[config.mk]
export PLATFORM = sky130hd
export DESIGN_NAME = narrow32t16_serializer_flat
export DESIGN_NICKNAME = d
export VERILOG_FILES = /design/src/rtl/mips_width_pkg.sv /design/src/rtl/narrow32t16_serializer_if.sv /design/src/rtl/narrow32t16_serializer_ext_check.sv /design/src/rtl/narrow32t16_serializer.sv /design/src/flat_wrapper.sv
export SDC_FILE = /design/constraint.sdc
export NUM_CORES = 1
export LEC_CHECK = 0
export BUFFER_PORTS_ARGS = -buffer_cell sky130_fd_sc_hd__buf_2
export CORE_MARGIN = 8
export CORE_UTILIZATION = 46
export CTS_BUF_LIST = sky130_fd_sc_hd__clkbuf_4 sky130_fd_sc_hd__clkbuf_8 sky130_fd_sc_hd__clkbuf_16
export DETAILED_ROUTE_END_ITERATION = 7
export GPL_TIMING_DRIVEN = 0
export PLACE_DENSITY_LB_ADDON = 0.08
export SYNTH_ARGS = -nofsm -noshare
export SYNTH_HDL_FRONTEND = slang
export SYNTH_SLANG_ARGS = --single-unit
export TNS_END_PERCENT = 10
[constraint.sdc]
create_clock -name clk -period 1.8 [get_ports clk]
set_input_delay 0.09 -clock clk [delete_from_list [all_inputs] [get_ports clk]]
set_output_delay 0.09 -clock clk [all_outputs]
set_load 0.005 [all_outputs]
[src/rtl/mips_width_pkg.sv]
// rtl/mips_width_pkg.sv - shared widths and serializer state encoding
// Purpose: width constants and FSM state type shared by the serializer and its checker.
// Ports: none (package).
package mips_width_pkg;

    localparam int HALF_W = 16;
    localparam int WORD_W = 32;

    typedef enum logic [1:0] {
        ST_IDLE    = 2'd0,
        ST_SEND_LO = 2'd1,
        ST_SEND_HI = 2'd2
    } state_t;

endpackage

[src/rtl/narrow32t16_serializer_if.sv]
// rtl/narrow32t16_serializer_if.sv - word-in / halfword-out stream interface
// Purpose: groups the input word handshake and the output halfword handshake.
// Ports (signals):
//   in_valid/in_ready/in_data/in_sign/in_narrow    word stream into the serializer
//   out_valid/out_ready/out_data/out_last/out_ovf  halfword stream out of the serializer
// Modports: slave = serializer side, master = producer/consumer side.
interface narrow32t16_serializer_if
    import mips_width_pkg::*;
#(
    parameter int IN_W  = WORD_W,
    parameter int OUT_W = HALF_W
);
    logic             in_valid;
    logic             in_ready;
    logic [IN_W-1:0]  in_data;
    logic             in_sign;
    logic             in_narrow;
    logic             out_valid;
    logic             out_ready;
    logic [OUT_W-1:0] out_data;
    logic             out_last;
    logic             out_ovf;

    modport slave (
        input  in_valid, in_data, in_sign, in_narrow, out_ready,
        output in_ready, out_valid, out_data, out_last, out_ovf
    );

    modport master (
        output in_valid, in_data, in_sign, in_narrow, out_ready,
        input  in_ready, out_valid, out_data, out_last, out_ovf
    );
endinterface

[src/rtl/narrow32t16_serializer_ext_check.sv]
// rtl/narrow32t16_serializer_ext_check.sv - lossless sign/zero extension check
// Purpose: reports whether hi is exactly the sign (sign=1) or zero (sign=0) extension of lo.
// Ports:
//   hi_i        upper half of the word
//   lo_i        lower half of the word
//   sign_i      1 = sign extension, 0 = zero extension
//   lossless_o  1 when narrowing to lo loses no information
module ext_check
    import mips_width_pkg::*;
#(
    parameter int W = HALF_W
) (
    input  logic [W-1:0] hi_i,
    input  logic [W-1:0] lo_i,
    input  logic         sign_i,
    output logic         lossless_o
);
    always_comb begin
        if (sign_i) begin
            lossless_o = (hi_i == {W{lo_i[W-1]}});
        end else begin
            lossless_o = (hi_i == '0);
        end
    end
endmodule

[src/rtl/narrow32t16_serializer.sv]
// rtl/narrow32t16_serializer.sv - 32-bit word to 16-bit halfword stream serializer
// Purpose: emits each accepted word as one halfword (narrow, with overflow flag) or two
//   halfwords low-first (full). Optional overflow counter under macro NARROW_OVF_CNT_EN.
// Ports:
//   clk          rising-edge clock
//   rst_n        asynchronous active-low reset
//   bus          stream interface (slave modport)
//   ovf_cnt_clr  synchronous counter clear     (NARROW_OVF_CNT_EN only)
//   ovf_cnt      saturating overflow beat count (NARROW_OVF_CNT_EN only)
module narrow32t16_serializer
    import mips_width_pkg::*;
#(
    parameter int IN_W  = WORD_W,
    parameter int OUT_W = HALF_W
`ifdef NARROW_OVF_CNT_EN
    ,
    parameter int CNT_W = 8
`endif
) (
    input  logic                      clk,
    input  logic                      rst_n,
    narrow32t16_serializer_if.slave   bus
`ifdef NARROW_OVF_CNT_EN
    ,
    input  logic                      ovf_cnt_clr,
    output logic [CNT_W-1:0]          ovf_cnt
`endif
);
    state_t           state_q, state_d;
    logic [IN_W-1:0]  data_q;
    logic             sign_q;
    logic             narrow_q;

    logic [OUT_W-1:0] lo, hi;
    logic             lossless;
    logic             accept;
    logic             out_valid_c;
    logic [OUT_W-1:0] out_data_c;
    logic             out_last_c;
    logic             out_ovf_c;
    logic             in_ready_c;

    assign lo = data_q[OUT_W-1:0];
    assign hi = data_q[IN_W-1:OUT_W];

    ext_check #(.W(OUT_W)) u_ext_check (
        .hi_i       (hi),
        .lo_i       (lo),
        .sign_i     (sign_q),
        .lossless_o (lossless)
    );

    // Outputs are decoded from the state and the capture register, so they stay
    // stable for as long as the state is held by backpressure.
    always_comb begin
        state_d     = state_q;
        out_valid_c = 1'b0;
        out_data_c  = '0;
        out_last_c  = 1'b0;
        out_ovf_c   = 1'b0;
        case (state_q)
            ST_IDLE: begin
                if (bus.in_valid) begin
                    state_d = ST_SEND_LO;
                end
            end
            ST_SEND_LO: begin
                out_valid_c = 1'b1;
                out_data_c  = lo;
                out_last_c  = narrow_q;
                out_ovf_c   = narrow_q & ~lossless;
                if (bus.out_ready) begin
                    if (!narrow_q) begin
                        state_d = ST_SEND_HI;
                    end else begin
                        state_d = bus.in_valid ? ST_SEND_LO : ST_IDLE;
                    end
                end
            end
            ST_SEND_HI: begin
                out_valid_c = 1'b1;
                out_data_c  = hi;
                out_last_c  = 1'b1;
                if (bus.out_ready) begin
                    state_d = bus.in_valid ? ST_SEND_LO : ST_IDLE;
                end
            end
            default: begin
                state_d = ST_IDLE;
            end
        endcase
    end

    // A new word may enter in the same cycle the last beat of the current one leaves.
    assign in_ready_c = (state_q == ST_IDLE) | (out_valid_c & bus.out_ready & out_last_c);
    assign accept     = bus.in_valid & in_ready_c;

    assign bus.in_ready  = in_ready_c;
    assign bus.out_valid = out_valid_c;
    assign bus.out_data  = out_data_c;
    assign bus.out_last  = out_last_c;
    assign bus.out_ovf   = out_ovf_c;

    always_ff @(posedge clk or negedge rst_n) begin
        if (!rst_n) begin
            state_q  <= ST_IDLE;
            data_q   <= '0;
            sign_q   <= 1'b0;
            narrow_q <= 1'b0;
        end else begin
            state_q <= state_d;
            if (accept) begin
                data_q   <= bus.in_data;
                sign_q   <= bus.in_sign;
                narrow_q <= bus.in_narrow;
            end
        end
    end

`ifdef NARROW_OVF_CNT_EN
    logic [CNT_W-1:0] ovf_cnt_q, ovf_cnt_d;

    always_comb begin
        ovf_cnt_d = ovf_cnt_q;
        if (ovf_cnt_clr) begin
            ovf_cnt_d = '0;
        end else if (out_valid_c && bus.out_ready && out_ovf_c && (ovf_cnt_q != '1)) begin
            ovf_cnt_d = ovf_cnt_q + 1'b1;
        end
    end

    always_ff @(posedge clk or negedge rst_n) begin
        if (!rst_n) begin
            ovf_cnt_q <= '0;
        end else begin
            ovf_cnt_q <= ovf_cnt_d;
        end
    end

    assign ovf_cnt = ovf_cnt_q;
`endif

endmodule

[src/flat_wrapper.sv]
// flat-port wrapper written by rule: the top's interface ports become plain ports
module narrow32t16_serializer_flat import mips_width_pkg::*;
#(
    parameter int IN_W  = WORD_W,
    parameter int OUT_W = HALF_W

)
  (clk, rst_n, bus_in_valid, bus_in_data, bus_in_sign, bus_in_narrow, bus_out_ready, bus_in_ready, bus_out_valid, bus_out_data, bus_out_last, bus_out_ovf);
  narrow32t16_serializer_if #(.IN_W(IN_W), .OUT_W(OUT_W)) bus_i ();
  input  logic clk;
  input  logic rst_n;
  input wire logic [$bits(bus_i.in_valid)-1:0] bus_in_valid;
  input wire logic [$bits(bus_i.in_data)-1:0] bus_in_data;
  input wire logic [$bits(bus_i.in_sign)-1:0] bus_in_sign;
  input wire logic [$bits(bus_i.in_narrow)-1:0] bus_in_narrow;
  input wire logic [$bits(bus_i.out_ready)-1:0] bus_out_ready;
  output wire logic [$bits(bus_i.in_ready)-1:0] bus_in_ready;
  output wire logic [$bits(bus_i.out_valid)-1:0] bus_out_valid;
  output wire logic [$bits(bus_i.out_data)-1:0] bus_out_data;
  output wire logic [$bits(bus_i.out_last)-1:0] bus_out_last;
  output wire logic [$bits(bus_i.out_ovf)-1:0] bus_out_ovf;
  assign bus_i.in_valid = bus_in_valid;
  assign bus_i.in_data = bus_in_data;
  assign bus_i.in_sign = bus_in_sign;
  assign bus_i.in_narrow = bus_in_narrow;
  assign bus_i.out_ready = bus_out_ready;
  assign bus_in_ready = bus_i.in_ready;
  assign bus_out_valid = bus_i.out_valid;
  assign bus_out_data = bus_i.out_data;
  assign bus_out_last = bus_i.out_last;
  assign bus_out_ovf = bus_i.out_ovf;
  narrow32t16_serializer #(.IN_W(IN_W), .OUT_W(OUT_W)) u_core (.clk(clk), .rst_n(rst_n), .bus(bus_i));
endmodule
### Yosys cells after proc, flatten, opt, wreduce, memory -nomap -nowiden

Cells that the tools add are included.

* flip-flop bits (word level): 36
* input bits: 38
* output and inout bits: 20

* equal/unequal tests: 6
* mux-type cells: 11
* bitwise operators: 6
* reduce and logical (&&, ||, !) cells: 4

Operators with widths (number)
* $pmux W16 S2: 1
* $eq A16 B16 Y1: 1
* $logic_not A16 Y1: 1
* $mux W2: 4
* $ne A2 B2 Y1 const B: 3
* $pmux W2 S3: 1
* $and A1 B1 Y1: 4
* $mux W1: 4
* $reduce_and A3 Y1: 1
* $eq A2 B1 Y1 const B: 1
* $eq A2 B2 Y1 const B: 1
* $logic_not A2 Y1: 1
* $pmux W1 S2: 1
* $reduce_or A2 Y1: 1
* $not A1 Y1: 1
* $or A1 B1 Y1: 1

### Depth between registers and ports, before layout

Gate-level depths: netlist of the first run.

* word-level depth: 7
* depth in mapped cells: 8
* mapped depth without buffers: 6

### By module

Synthesis of the first run repeated with hierarchy kept, for this count alone.

* cells, all modules: 146
* area total of the unflattened synthesis: 1806.7 µm²

By module, submodules not included
* narrow32t16_serializer: times used 1, cells each 134, area an instance 1729.2 µm², sequential area each 900.9 µm²
* ext_check: times used 1, cells each 12, area an instance 77.6 µm², sequential area each 0.0 µm²

### Worst setup path after synthesis of the first run

OpenSTA, ideal clock, no wires.

* path type: register to register
* start point: register u_core.state_q[0]
* end point: register u_core.data_q[0]
* library setup time: 0.125 ns
* arrival time: 1.728 ns
* data required time: 1.675 ns
* slack: -0.054 ns
* cell stages (with the launch flop): 9
* period minus slack after synthesis: 1.854 ns
* cell sequence: dfrtp_1 > inv_1 > ha_1 > buf_6 > a21o_1 > a31o_4 > nand2_8 > buf_12 > mux2_4

* longest elaborated chain between the ends: 7
* elaborated cells between the ends (all ways): 10
* those cells by class: 2 x eq/ne; 2 x mux; 4 x bitwise; 2 x reduce/logical

Ends and longest elaborated chain
* start: declaration: line narrow32t16_serializer.sv:29 `state_t state_q, state_d;`
* start signal: assignment: line narrow32t16_serializer.sv:111 `state_q <= state_d;`
* $eq A2 B1 Y1 or $eq A2 B2 Y1 (tied branches): line narrow32t16_serializer.sv:61 `case (state_q)`
* $reduce_or A2 Y1 (no line)
* $mux W1: line narrow32t16_serializer.sv:61
* $and A1 B1 Y1 (2 in a row): line narrow32t16_serializer.sv:95 `assign in_ready_c = (state_q == ST_IDLE) | (out_valid_c & bus.out_ready & out_last_c);`
* $or A1 B1 Y1 *: line narrow32t16_serializer.sv:95
* net bus_in_ready: line flat_wrapper.sv:17 `output wire logic [$bits(bus_i.in_ready)-1:0] bus_in_ready;`
* $and A1 B1 Y1 *: line narrow32t16_serializer.sv:96 `assign accept = bus.in_valid & in_ready_c;`
* end signal: assignment: line narrow32t16_serializer.sv:113 `data_q <= bus.in_data;`
* end: declaration: line narrow32t16_serializer.sv:30 `logic [IN_W-1:0] data_q;`

The timed path passes the listed nets; every way through them passes the cells marked *.
A chain may end at the register's enable or synchronous reset.

### Worst setup path after layout of the first run

* start point: register u_core.state_q[1]
* end point: register u_core.data_q[12]

* longest elaborated chain between the ends: 7
* elaborated cells between the ends (all ways): 10
* those cells by class: 2 x eq/ne; 2 x mux; 4 x bitwise; 2 x reduce/logical

Ends and longest elaborated chain (line)
* $eq A2 B1 Y1 or $eq A2 B2 Y1 (tied branches): narrow32t16_serializer.sv:61
* $reduce_or A2 Y1 (no line)
* $mux W1: narrow32t16_serializer.sv:61
* $and A1 B1 Y1 (2 in a row): narrow32t16_serializer.sv:95
* $or A1 B1 Y1 *: narrow32t16_serializer.sv:95
* $and A1 B1 Y1 *: narrow32t16_serializer.sv:96

Mark *: on every way between the ends. The rest lies on a longest branch, timed or not.

==> out/metrics.yaml, run 1 <==
outcome:
  status: "complete, but fails checks"
  violations_in_the_final_reports: "negative setup slack"
global_routing:
  grt_first_pass_wirelength_microns: 7879
  grt_start_max_net_pins: 37
  grt_pass1_vias: 1543
  grt_antenna_before_repair: 0
  grt_overflow: 0
  track_usage_pct: 15.66
drt:
  post_drt_wl_per_cell_microns: 18.78
  ant_nets: 0
  postRouteWirelength_microns: 5089
  dr_total_vias: 1436
  remaining_drc_errors: 0
  drt-pass1-iter-count: 5
  drt_first_iter_violations: 56
  viasPerCell: 5.299
timing:
  holdWs_ps: 19.01
  final-hold-violation-count: 0
  layout_worst_path_cycle_share_pct: 104.9
  grt_setup_unrepaired: "true"
  final_period_minus_worst_setup_slack_ps: 1887
  clock_skew_ps: 3.403
  max_slew.worst_pin.slew_ps: 813.8
  slew-limit-headroom_pct: 45.74
  fin_tns_setup_ps: -2462
  layout_setup_ws_ps: -87.50
  slew_viol_final: 0
  maxClockFrequency_mhz: 529.8
  setup_viol: 34
worst_setup_path:
  critical_path_data_required_time_ps: 1980
  worstSetupEndpointType: "register"
  cells_along_the_critical_path: "inv_2, ha_2, a21o_1, a31o_4, nand2_8, buf_8, buf_12, mux2_4"
  cp_max_fo: 5
  critical_path_buf_inv_count: 3
  crit_family: "compound AO/OA/AOI/OAI gates"
  critical-path-slowest-cell: "sky130_fd_sc_hd__dfrtp_2"
  cpPeakStageDelay_ps: 410
  cp_data_arrival_time_ps: 2060
  startpoint_type_of_the_worst_setup_path: "register"
  critical_path_class: "reg -> reg"
worst_hold_path:
  hold_class: "in -> reg"
die:
  floorplan.die.height_microns: 81.00
  fp.coreArea_sq_mm: 0.004029
  floorplan.die_area_sq_mm: 0.006560
  floorplan.rows: 23
  die_w_microns: 81.00
  io_pins: 58
  initial_utilization_pct: 48.23
yosys:
  synthMostInstantiatedCell: "sky130_fd_sc_hd__dfrtp_1"
  edff_count_synth: 0
  netlist_top_cells_area: "sky130_fd_sc_hd__dfrtp_1 46%, sky130_fd_sc_hd__mux2_4 23%, sky130_fd_sc_hd__a22oi_1 6.2%"
  postSynth.topFlopCell: "sky130_fd_sc_hd__dfrtp_1"
  post_synth.cell_area_avg_sq_um: 13.59
  synth.top_cell.area_share_pct: 46.36
  netlist.top_cell.by_area: "sky130_fd_sc_hd__dfrtp_1"
  netlist_instances: 143
  synth_warnings: 0
  synth_seq_area_share_pct: 46.36
  postSynthNetCount: 185
  syn_area_sq_mm: 0.001943
  synth_async_sr_flop_share_pct: 100.0
  synth-seq-cells: 36
  synth_cell_type_count: 25
  ys_top_cells_by_count: "36 x sky130_fd_sc_hd__dfrtp_1, 30 x sky130_fd_sc_hd__mux2_4, 16 x sky130_fd_sc_hd__a22oi_1, 16 x sky130_fd_sc_hd__nor2b_1, 5 x sky130_fd_sc_hd__nand4_1"
clocking:
  path_clk_slew_ps: 70
  cts_tree: "done"
  root_driver: "sky130_fd_sc_hd__clkbuf_8"
  clock_sink_count: 36
  cts_htree_levels: 2
  cts_inserted_buffers: 5
  max-clock-path-buffers: 2
  clk_latency_ps: 290
layout:
  area_growth_syn_to_layout_pct: 35.16
  multi_input_comb_area_sq_um: 983.4
  finish.net_count: 262
  share_of_layout_cells_above_drive_strength_1_pct: 56.56
  n_antenna_cell: 0
  fillCellCount: 335
  sequential_cell_area_sq_um: 902.1
power:
  power_frac_clock_pct: 13.2
  power.switching_fraction_pct: 33.87
  share_comb_of_total_power_pct: 53.2
  ir_worst_vdd_uv: 724.8
  intPower_w: 0.003138
  p_sw_w: 0.001607
  power.share.sequential_pct: 33.6
  leakagePower_nw: 1.306
  power_density_mw_per_mm2: 1807
place:
  routabilityCongestion: 0.7769
  post-place-ws_ps: -205.4
  hpwl_reported_at_the_end_of_detailed_placement_microns: 3552
  port_buffer_cells: 57
flow_run:
  number_of_max_cap_violations: 0
-- power groups by stage --
stage                     sequential (W)  combinational (W)  clock (W)
after floorplan                  0.00148            0.00158          0
after global placement           0.00157            0.00202          0
after detailed placement         0.00160            0.00208          0
after CTS                        0.00158            0.00225   0.000646
after global routing             0.00165            0.00273   0.000691
final                            0.00160            0.00252   0.000625
-- cells in the final DEF, fill, tap and decap left out, drive strengths merged --
master	count
inv	3
dlygate4sd3	2
a31o	1
nand2	4
ha	4
a21o	1
nor2b	16
and4	2
o21ai	1
buf	70
nor3	1
clkbuf	14
nor4	3
a22oi	16
a21oi	2
dfrtp	36
nand4	5
o31ai	1
mux2	34
nor2	2
and2	1
o22ai	1
or4	1
-- cells by family (layout without fill, tap and decap cells) --
kind of cell	Yosys count	in the layout	share of synthesized area, %
adder cells (fa/ha/maj)	4	4	2.576
multiplexers	34	34	25.50
buffers and inverters	11	89	5.022
AO/OA/AOI/OAI	23	23	8.951
flip-flops	36	36	46.36
AND/OR/NAND/NOR	35	35	11.59
-- sequential cells by signal, summed over array words and instances (netlist names) --
signal           flops
u_core.state_q       2
u_core.narrow_q      1
u_core.data_q       32
u_core.sign_q        1
-- through the flow --
step | area [sq um] | util [%] | std cells | total power, W
3_3_place_gp | 2293 | 56.93 | 250 | 0.003596
3_5_place_dp | 2293 | 56.93 | 250 | 0.003686
4_1_cts | 2459 | 61.02 | 262 | 0.004479
2_1_floorplan | 1946 | - | 143 | 0.003060
5_1_grt | 2626 | 65.19 | 271 | 0.005075
6_report | 2626 | 65.19 | 271 | 0.004745
-- repair_timing --
action | in CTS | in global routing
cloned | 0 | 3
hold buffers | 1 | 1
setup endpoints to repair | 52 | 46
setup buffers | 3 | 6
gates resized for setup | 13 | 9
pin swaps | 1 | 2
hold endpoints to repair | 36 | 1
-- final timing paths --
| path | slack, ps | from | cells after the start | to |
|---|---|---|---|---|
| max | -90 | u_core.state_q[1] | 8 | u_core.data_q[12] |
| min | 20 | bus_in_data[5] | 2 | u_core.data_q[5] |
| max in group asynchronous | 800 | rst_n | 2 | u_core.state_q[1] |
| min reg2reg | 510 | u_core.data_q[5] | 1 | u_core.data_q[5] |
| max reg2reg | -90 | u_core.state_q[1] | 8 | u_core.data_q[12] |
| min in group asynchronous | 430 | rst_n | 2 | u_core.data_q[25] |
-- layout make-up --
type | count | share of cell area, %
well taps | 50 | 2.382
plain buffers | 7 | 3.859
multi-input cells | 96 | 37.45
inverters | 3 | 0.4288
flip-flops and latches | 36 | 34.35
repair buffers | 71 | 17.82
clock buffers | 8 | 3.716
-- layer usage --
layer  global-route usage (%)  up-vias  share of wire (%)
met2                    24.94       46                 48
met3                    4.967        9                6.5
met4                    4.821        0                1.8
met1                    19.81      702                 43
met5                        0        -                  0
li1                         -      679                  -
(Power assumes the default switching activity.)
==> run 2, diff against run 1 <==
--- a/config.mk
+++ b/config.mk
@@ -7,11 +7,11 @@
 export LEC_CHECK = 0
 export BUFFER_PORTS_ARGS = -buffer_cell sky130_fd_sc_hd__buf_2
 export CORE_MARGIN = 8
-export CORE_UTILIZATION = 46
+export CORE_UTILIZATION = 45
 export CTS_BUF_LIST = sky130_fd_sc_hd__clkbuf_4 sky130_fd_sc_hd__clkbuf_8 sky130_fd_sc_hd__clkbuf_16
 export DETAILED_ROUTE_END_ITERATION = 7
 export GPL_TIMING_DRIVEN = 0
-export PLACE_DENSITY_LB_ADDON = 0.08
+export PLACE_DENSITY = 0.74
 export SYNTH_ARGS = -nofsm -noshare
 export SYNTH_HDL_FRONTEND = slang
 export SYNTH_SLANG_ARGS = --single-unit
==> run 2 against run 1 <==
Net effect:
- the flow still finishes with violations (negative setup slack)
- flip-flop and latch count is the same
- final cell count shrank 0.37%
- die area rose by 1.8%
- wire length decreased by 5.8%
- maximum frequency increased by 2.5%
- cell area fell by 2.5%
- clock skew fell by 1.1 ps
- critical path depth stayed put
- clock power down 11%
- setup slack improved by 46 ps
- count of clock-buffer cells in the layout down 2
- utilization down 5.2 points
- critical endpoint is now u_core.data_q[26]
- largest cell class unchanged
- largest power group unchanged
==> out/metrics.yaml, run 2 (synthesis gave the netlist of run 1 again) <==
outcome:
  status: "complete, but fails checks"
  violations_in_the_final_reports: "negative setup slack"
layout:
  most_frequent_standard_cell_in_the_layout_excluding_fill_and_tap_cells: "sky130_fd_sc_hd__buf_2"
  share_of_layout_cells_above_drive_strength_1_pct: 57.34
  n_antenna_cell: 0
  finish.net_count: 260
  max_flop_register: "u_core.data_q"
  reg_top3: "u_core.data_q: 32 flops, u_core.state_q: 2 flops"
  finish.utilization_pct: 60.04
  final_cells: 270
  largest_register_ff_count: 32
  final_cell_mix: "57 x sky130_fd_sc_hd__buf_2, 35 x sky130_fd_sc_hd__dfrtp_1, 31 x sky130_fd_sc_hd__mux2_4"
  area_growth_syn_to_layout_pct: 31.75
worst_setup_path:
  startpoint_type_of_the_worst_setup_path: "register"
  critical_path_data_required_time_ps: 1980
  cp_data_arrival_time_ps: 2020
  cells_along_the_critical_path: "inv_2, buf_4, ha_4, a31o_4, nand2_8, buf_12, buf_12, mux2_4"
  crit_path_frequent_cell: "sky130_fd_sc_hd__buf_12"
  crit_family: "buffers and inverters"
  worstSetupEndpointType: "register"
  critical_path_buf_inv_count: 4
  critical_path_class: "reg -> reg"
  cp_max_fo: 5
  critical-path-slowest-cell: "sky130_fd_sc_hd__dfrtp_2"
  cpPeakStageDelay_ps: 400
drt:
  ant_nets: 0
  postRouteWirelength_microns: 4795
  remaining_drc_errors: 0
  post_drt_wl_per_cell_microns: 17.76
  viasPerCell: 5.300
  dr_total_vias: 1431
  drt-pass1-iter-count: 4
  drt_first_iter_violations: 133
timing:
  grt_setup_unrepaired: "true"
  maxClockFrequency_mhz: 543.2
  setup_viol: 6
  final_period_minus_worst_setup_slack_ps: 1841
  slew-limit-headroom_pct: 47.06
  holdWs_ps: 8.241
  final-hold-violation-count: 0
  layout_worst_path_cycle_share_pct: 102.3
  max_slew.worst_pin.slew_ps: 794.1
  clock_skew_ps: 2.308
  layout_setup_ws_ps: -41.04
  fin_tns_setup_ps: -213.5
  slew_viol_final: 0
global_routing:
  grt_busiest_layer: "met2"
  grt_start_max_net_pins: 37
  grt_overflow: 0
  met2_usage_pct: 25.22
  grt_first_pass_wirelength_microns: 7728
  grt_pass1_vias: 1577
  met1_usage_pct: 18.37
  gr_util_met3_pct: 4.376
  track_usage_pct: 15.32
  grt_antenna_before_repair: 0
power:
  power_density_mw_per_mm2: 1795
  leakagePower_nw: 1.273
  ir_worst_vdd_uv: 904.8
clocking:
  cts_htree_levels: 2
  root_driver: "sky130_fd_sc_hd__clkbuf_8"
  cts_tree: "done"
  max-clock-path-buffers: 2
  cts_inserted_buffers: 5
  clk_latency_ps: 290
  path_clk_slew_ps: 70
  clock_sink_count: 36
die:
  fp.coreArea_sq_mm: 0.004264
  floorplan.die_area_sq_mm: 0.006677
  io_pins: 58
  floorplan.die.height_microns: 81.71
  floorplan.rows: 24
  initial_utilization_pct: 45.57
  die_w_microns: 81.71
worst_hold_path:
  hold_class: "in -> reg"
place:
  port_buffer_cells: 57
  place_inst: 252
  hpwl_reported_at_the_end_of_detailed_placement_microns: 3378
  routabilityCongestion: 0.7854
flow_run:
  number_of_max_cap_violations: 0
-- run 2: changes by cell type in the layout (fill, tap and decap cells not counted), moves of 2 or more --
cell                        delta
sky130_fd_sc_hd__clkbuf_8      -2
sky130_fd_sc_hd__clkbuf_4      -2
sky130_fd_sc_hd__nor2b_1       -2
sky130_fd_sc_hd__buf_4         +4
sky130_fd_sc_hd__clkbuf_16     -3
sky130_fd_sc_hd__nor2b_2       +2
-- run 2: repair_timing --
action                                  4_1_cts  5_1_grt
endpoints found under the hold margin        36        0
gates resized for setup                      15       11
endpoints found under the setup margin       49       46
cloned                                        1        0
hold buffers                                  1        0
buffers inserted                             10        1
pin swaps                                     6        2
-- run 2: path summary, 6_finish.rpt --
| path | start | to | slack (ps) | cells after the start |
|---|---|---|---|---|
| setup / recovery | u_core.state_q[1] | u_core.data_q[26] | -40 | 8 |
| hold / removal | bus_in_data[4] | u_core.data_q[4] | 8 | 2 |
| setup reg to reg | u_core.state_q[1] | u_core.data_q[26] | -40 | 8 |
| hold reg to reg | u_core.data_q[5] | u_core.data_q[5] | 510 | 1 |
| max in group asynchronous | rst_n | u_core.state_q[1] | 820 | 2 |
| min in group asynchronous | rst_n | u_core.data_q[29] | 410 | 2 |
-- run 2: layer usage --
metal	vias up	part of all wire (%)
met5	-	0
met4	0	2.0
met3	10	6.8
met2	41	49
met1	705	42
li1	675	-
-- run 2: area by class of cell --
| class | count | area, sq um |
|---|---|---|
| plain buffers | 6 | 93.84 |
| clock buffers | 6 | 76.32 |
| clock inverters | 1 | 5.005 |
| fillers | 357 | 1704 |
| inverters | 3 | 11.26 |
| multi-input cells | 96 | 988.4 |
| flip-flops and latches | 36 | 902.1 |
| well taps | 52 | 65.06 |
| repair buffers | 70 | 417.9 |
-- run 2: metrics by stage --
step / instance area (sq um) / worst slack, ps / total power (W)
2_1_floorplan: 1946 / -5.572 / 0.003060
3_3_place_gp: 2296 / -177.6 / 0.003601
3_5_place_dp: 2296 / -191.2 / 0.003658
4_1_cts: 2536 / -96.14 / 0.004514
5_1_grt: 2560 / -112.3 / 0.004892
6_report: 2560 / -41.04 / 0.004594
-- run 2: power by group --
| group | internal [W] | switching, W |
|---|---|---|
| Sequential | 0.00123 | 0.000373 |
| Combinational | 0.00151 | 0.000931 |
| Clock | 0.000278 | 0.000278 |
-- run 2: worst reg2reg max path: cells and delay by family (launching register included) --
family,cells,cell delay (ps)
AOI/OAI and AO/OA,1,260
adders and majority gates,1,250
buffers and inverters,4,410
DFF,1,400
muxes,1,300
and+or+nand+nor,1,110
==> run 3, diff against run 2 <==
--- a/config.mk
+++ b/config.mk
@@ -6,12 +6,14 @@
 export NUM_CORES = 1
 export LEC_CHECK = 0
 export BUFFER_PORTS_ARGS = -buffer_cell sky130_fd_sc_hd__buf_2
+export CELL_PAD_IN_SITES_DETAIL_PLACEMENT = 2
+export CELL_PAD_IN_SITES_GLOBAL_PLACEMENT = 2
 export CORE_MARGIN = 8
-export CORE_UTILIZATION = 45
+export CORE_UTILIZATION = 30
 export CTS_BUF_LIST = sky130_fd_sc_hd__clkbuf_4 sky130_fd_sc_hd__clkbuf_8 sky130_fd_sc_hd__clkbuf_16
 export DETAILED_ROUTE_END_ITERATION = 7
 export GPL_TIMING_DRIVEN = 0
-export PLACE_DENSITY = 0.74
+export PLACE_DENSITY_LB_ADDON = 0.1
 export SYNTH_ARGS = -nofsm -noshare
 export SYNTH_HDL_FRONTEND = slang
 export SYNTH_SLANG_ARGS = --single-unit
==> run 3 against run 2 <==
Net effect:
- the run still ends with negative setup slack left
- non-clock buffer count unchanged
- clock power decreased by 5.8%
- die area increased by 39%
- critical path type is now reg -> out
- count of clock-buffer cells in the layout decreased by 1
- maximum frequency decreased by 1.6%
- largest cell class unchanged
- sequential power about the same
- global-route usage decreased by 1.1 points
- critical endpoint is now bus_out_ovf
- cell area increased by 1.7%
- clock skew increased by 2.6 ps
- critical path depth decreased by 3
- wire length increased by 28%
- highest routed layer unchanged
==> out/metrics.yaml, run 3 (synthesis gave the netlist of run 1 again) <==
die:
  initial_utilization_pct: 30.78
  io_pins: 58
  die_w_microns: 96.48
  floorplan.rows: 29
  fp.coreArea_sq_mm: 0.006314
  floorplan.die_area_sq_mm: 0.009308
  floorplan.die.height_microns: 96.48
place:
  placed_area_sq_mm: 0.002327
  routabilityCongestion: 0.7326
  hpwl_reported_at_the_end_of_detailed_placement_microns: 4332
  port_buffer_cells: 57
clocking:
  cts_inserted_buffers: 5
  max-clock-path-buffers: 2
  cts_tree: "done"
  clk_latency_ps: 290
  cts_htree_levels: 2
  clock_sink_count: 36
  root_driver: "sky130_fd_sc_hd__clkbuf_8"
  path_clk_slew_ps: 70
timing:
  maxClockFrequency_mhz: 534.6
  slew-limit-headroom_pct: 43.81
  clock_skew_ps: 4.890
  setup_viol: 35
  final-hold-violation-count: 0
  slew_viol_final: 0
  layout_worst_path_cycle_share_pct: 103.9
  fin_tns_setup_ps: -1441
  grt_setup_unrepaired: "true"
  max_slew.worst_pin.slew_ps: 842.9
  final_period_minus_worst_setup_slack_ps: 1870
  layout_setup_ws_ps: -70.46
power:
  leakagePower_nw: 1.259
  power_density_mw_per_mm2: 1804
  ir_worst_vdd_uv: 605.5
layout:
  most_frequent_standard_cell_in_the_layout_excluding_fill_and_tap_cells: "sky130_fd_sc_hd__buf_2"
  max_flop_register: "u_core.data_q"
  share_of_layout_cells_above_drive_strength_1_pct: 57.87
  finish.net_count: 260
  reg_top3: "u_core.data_q: 32 flops, u_core.state_q: 2 flops"
  final_cell_mix: "57 x sky130_fd_sc_hd__buf_2, 35 x sky130_fd_sc_hd__dfrtp_1, 30 x sky130_fd_sc_hd__mux2_4"
  final_standard_cell_area_without_fillers_sq_mm: 0.002604
  n_antenna_cell: 0
  area_growth_syn_to_layout_pct: 34.00
  largest_register_ff_count: 32
drt:
  viasPerCell: 5.044
  postRouteWirelength_microns: 6131
  drt_first_iter_violations: 47
  post_drt_wl_per_cell_microns: 20.92
  dr_total_vias: 1478
  ant_nets: 0
  remaining_drc_errors: 0
  drt-pass1-iter-count: 4
global_routing:
  grt_overflow: 0
  track_usage_pct: 14.21
  grt_start_max_net_pins: 37
  grt_pass1_vias: 1808
  grt_antenna_before_repair: 0
  grt_first_pass_wirelength_microns: 9956
flow_run:
  number_of_max_cap_violations: 0
worst_setup_path:
  critical-path-slowest-cell: "sky130_fd_sc_hd__or4_4"
  cells_along_the_critical_path: "or4_4, a21oi_2, nand4_1, and4_1, buf_2"
  cp_max_fo: 2
  critical_path_data_required_time_ps: 1710
  worstSetupEndpointType: "primary output"
  cp_data_arrival_time_ps: 1780
  cpPeakStageDelay_ps: 540
  startpoint_type_of_the_worst_setup_path: "register"
  critical_path_class: "reg -> out"
worst_hold_path:
  hold_class: "in -> reg"
outcome:
  status: "complete, but fails checks"
  violations_in_the_final_reports: "negative setup slack"
## run 3: cell types whose count changed in the layout (fill, tap and decap cells not counted), sizes merged
cell / change
clkinv: -1
clkbuf: +2
buf: -3
## run 3: final timing paths
| kind | from | endpoint | slack, ps | cells after the start |
|---|---|---|---|---|
| max in group asynchronous | rst_n | u_core.state_q[1] | 770 | 2 |
| max reg2reg | u_core.state_q[0] | u_core.data_q[30] | -60 | 7 |
| max | u_core.data_q[19] | bus_out_ovf | -70 | 5 |
| min in group asynchronous | rst_n | u_core.data_q[26] | 440 | 2 |
| min | bus_in_data[5] | u_core.data_q[5] | 20 | 2 |
| min reg2reg | u_core.data_q[5] | u_core.data_q[5] | 500 | 1 |
## run 3: power breakdown
group / leakage [nW] / total (W) / switching, W / internal [W]
Sequential: 0.423 / 0.00163 / 0.000408 / 0.00123
Clock: 0.0359 / 0.000524 / 0.000275 / 0.000250
Combinational: 0.800 / 0.00254 / 0.00102 / 0.00152
Total: 1.26 / 0.00470 / 0.00170 / 0.00300
## run 3: what timing repair did
item,CTS,global route
gates resized for setup,22,11
gates cloned,1,0
pin swaps,3,3
endpoints found under the hold margin,36,0
endpoints found under the setup margin,53,46
setup buffers,9,2
hold buffers,1,0
## run 3: final cells by class
type | instances | area, sq um
timing repair buffer | 70 | 416.7
clock buffer | 5 | 68.82
sequential | 36 | 902.1
fill | 678 | 3710
multi-input combinational | 96 | 1015
inverter | 3 | 13.76
buffer | 6 | 91.34
tap | 77 | 96.34
## run 3: metal layers
| metal | routed length [microns] | track usage, % | part of all wire, % | up-vias |
|---|---|---|---|---|
| met5 | 0 | 0 | 0 | - |
| met1 | 2585 | 16.35 | 42 | 762 |
| met3 | 382 | 4.328 | 6.2 | 6 |
| met2 | 3109 | 25.08 | 51 | 40 |
| li1 | - | - | - | 670 |
| met4 | 53 | 3.405 | 0.86 | 0 |
## run 3: worst max-delay path, delay by kind of cell (launching register included)
family / cells / cell delay [ps]
flops: 1 / 400
simple gates: 3 / 850
compound gates: 1 / 120
buf+inv: 1 / 130
## run 3: metrics by stage
step	cells	hold slack [ps]	utilization [%]	total power (W)	worst slack [ps]
floorplan	143	-205.6	-	0.003060	-5.572
global placement	277	236.6	36.86	0.003668	-300.7
detailed placement	277	243.0	36.86	0.003787	-401.5
CTS	292	11.29	40.78	0.004718	-134.8
global route	293	9.540	41.24	0.005034	-137.5
finish	293	17.22	41.24	0.004698	-70.46
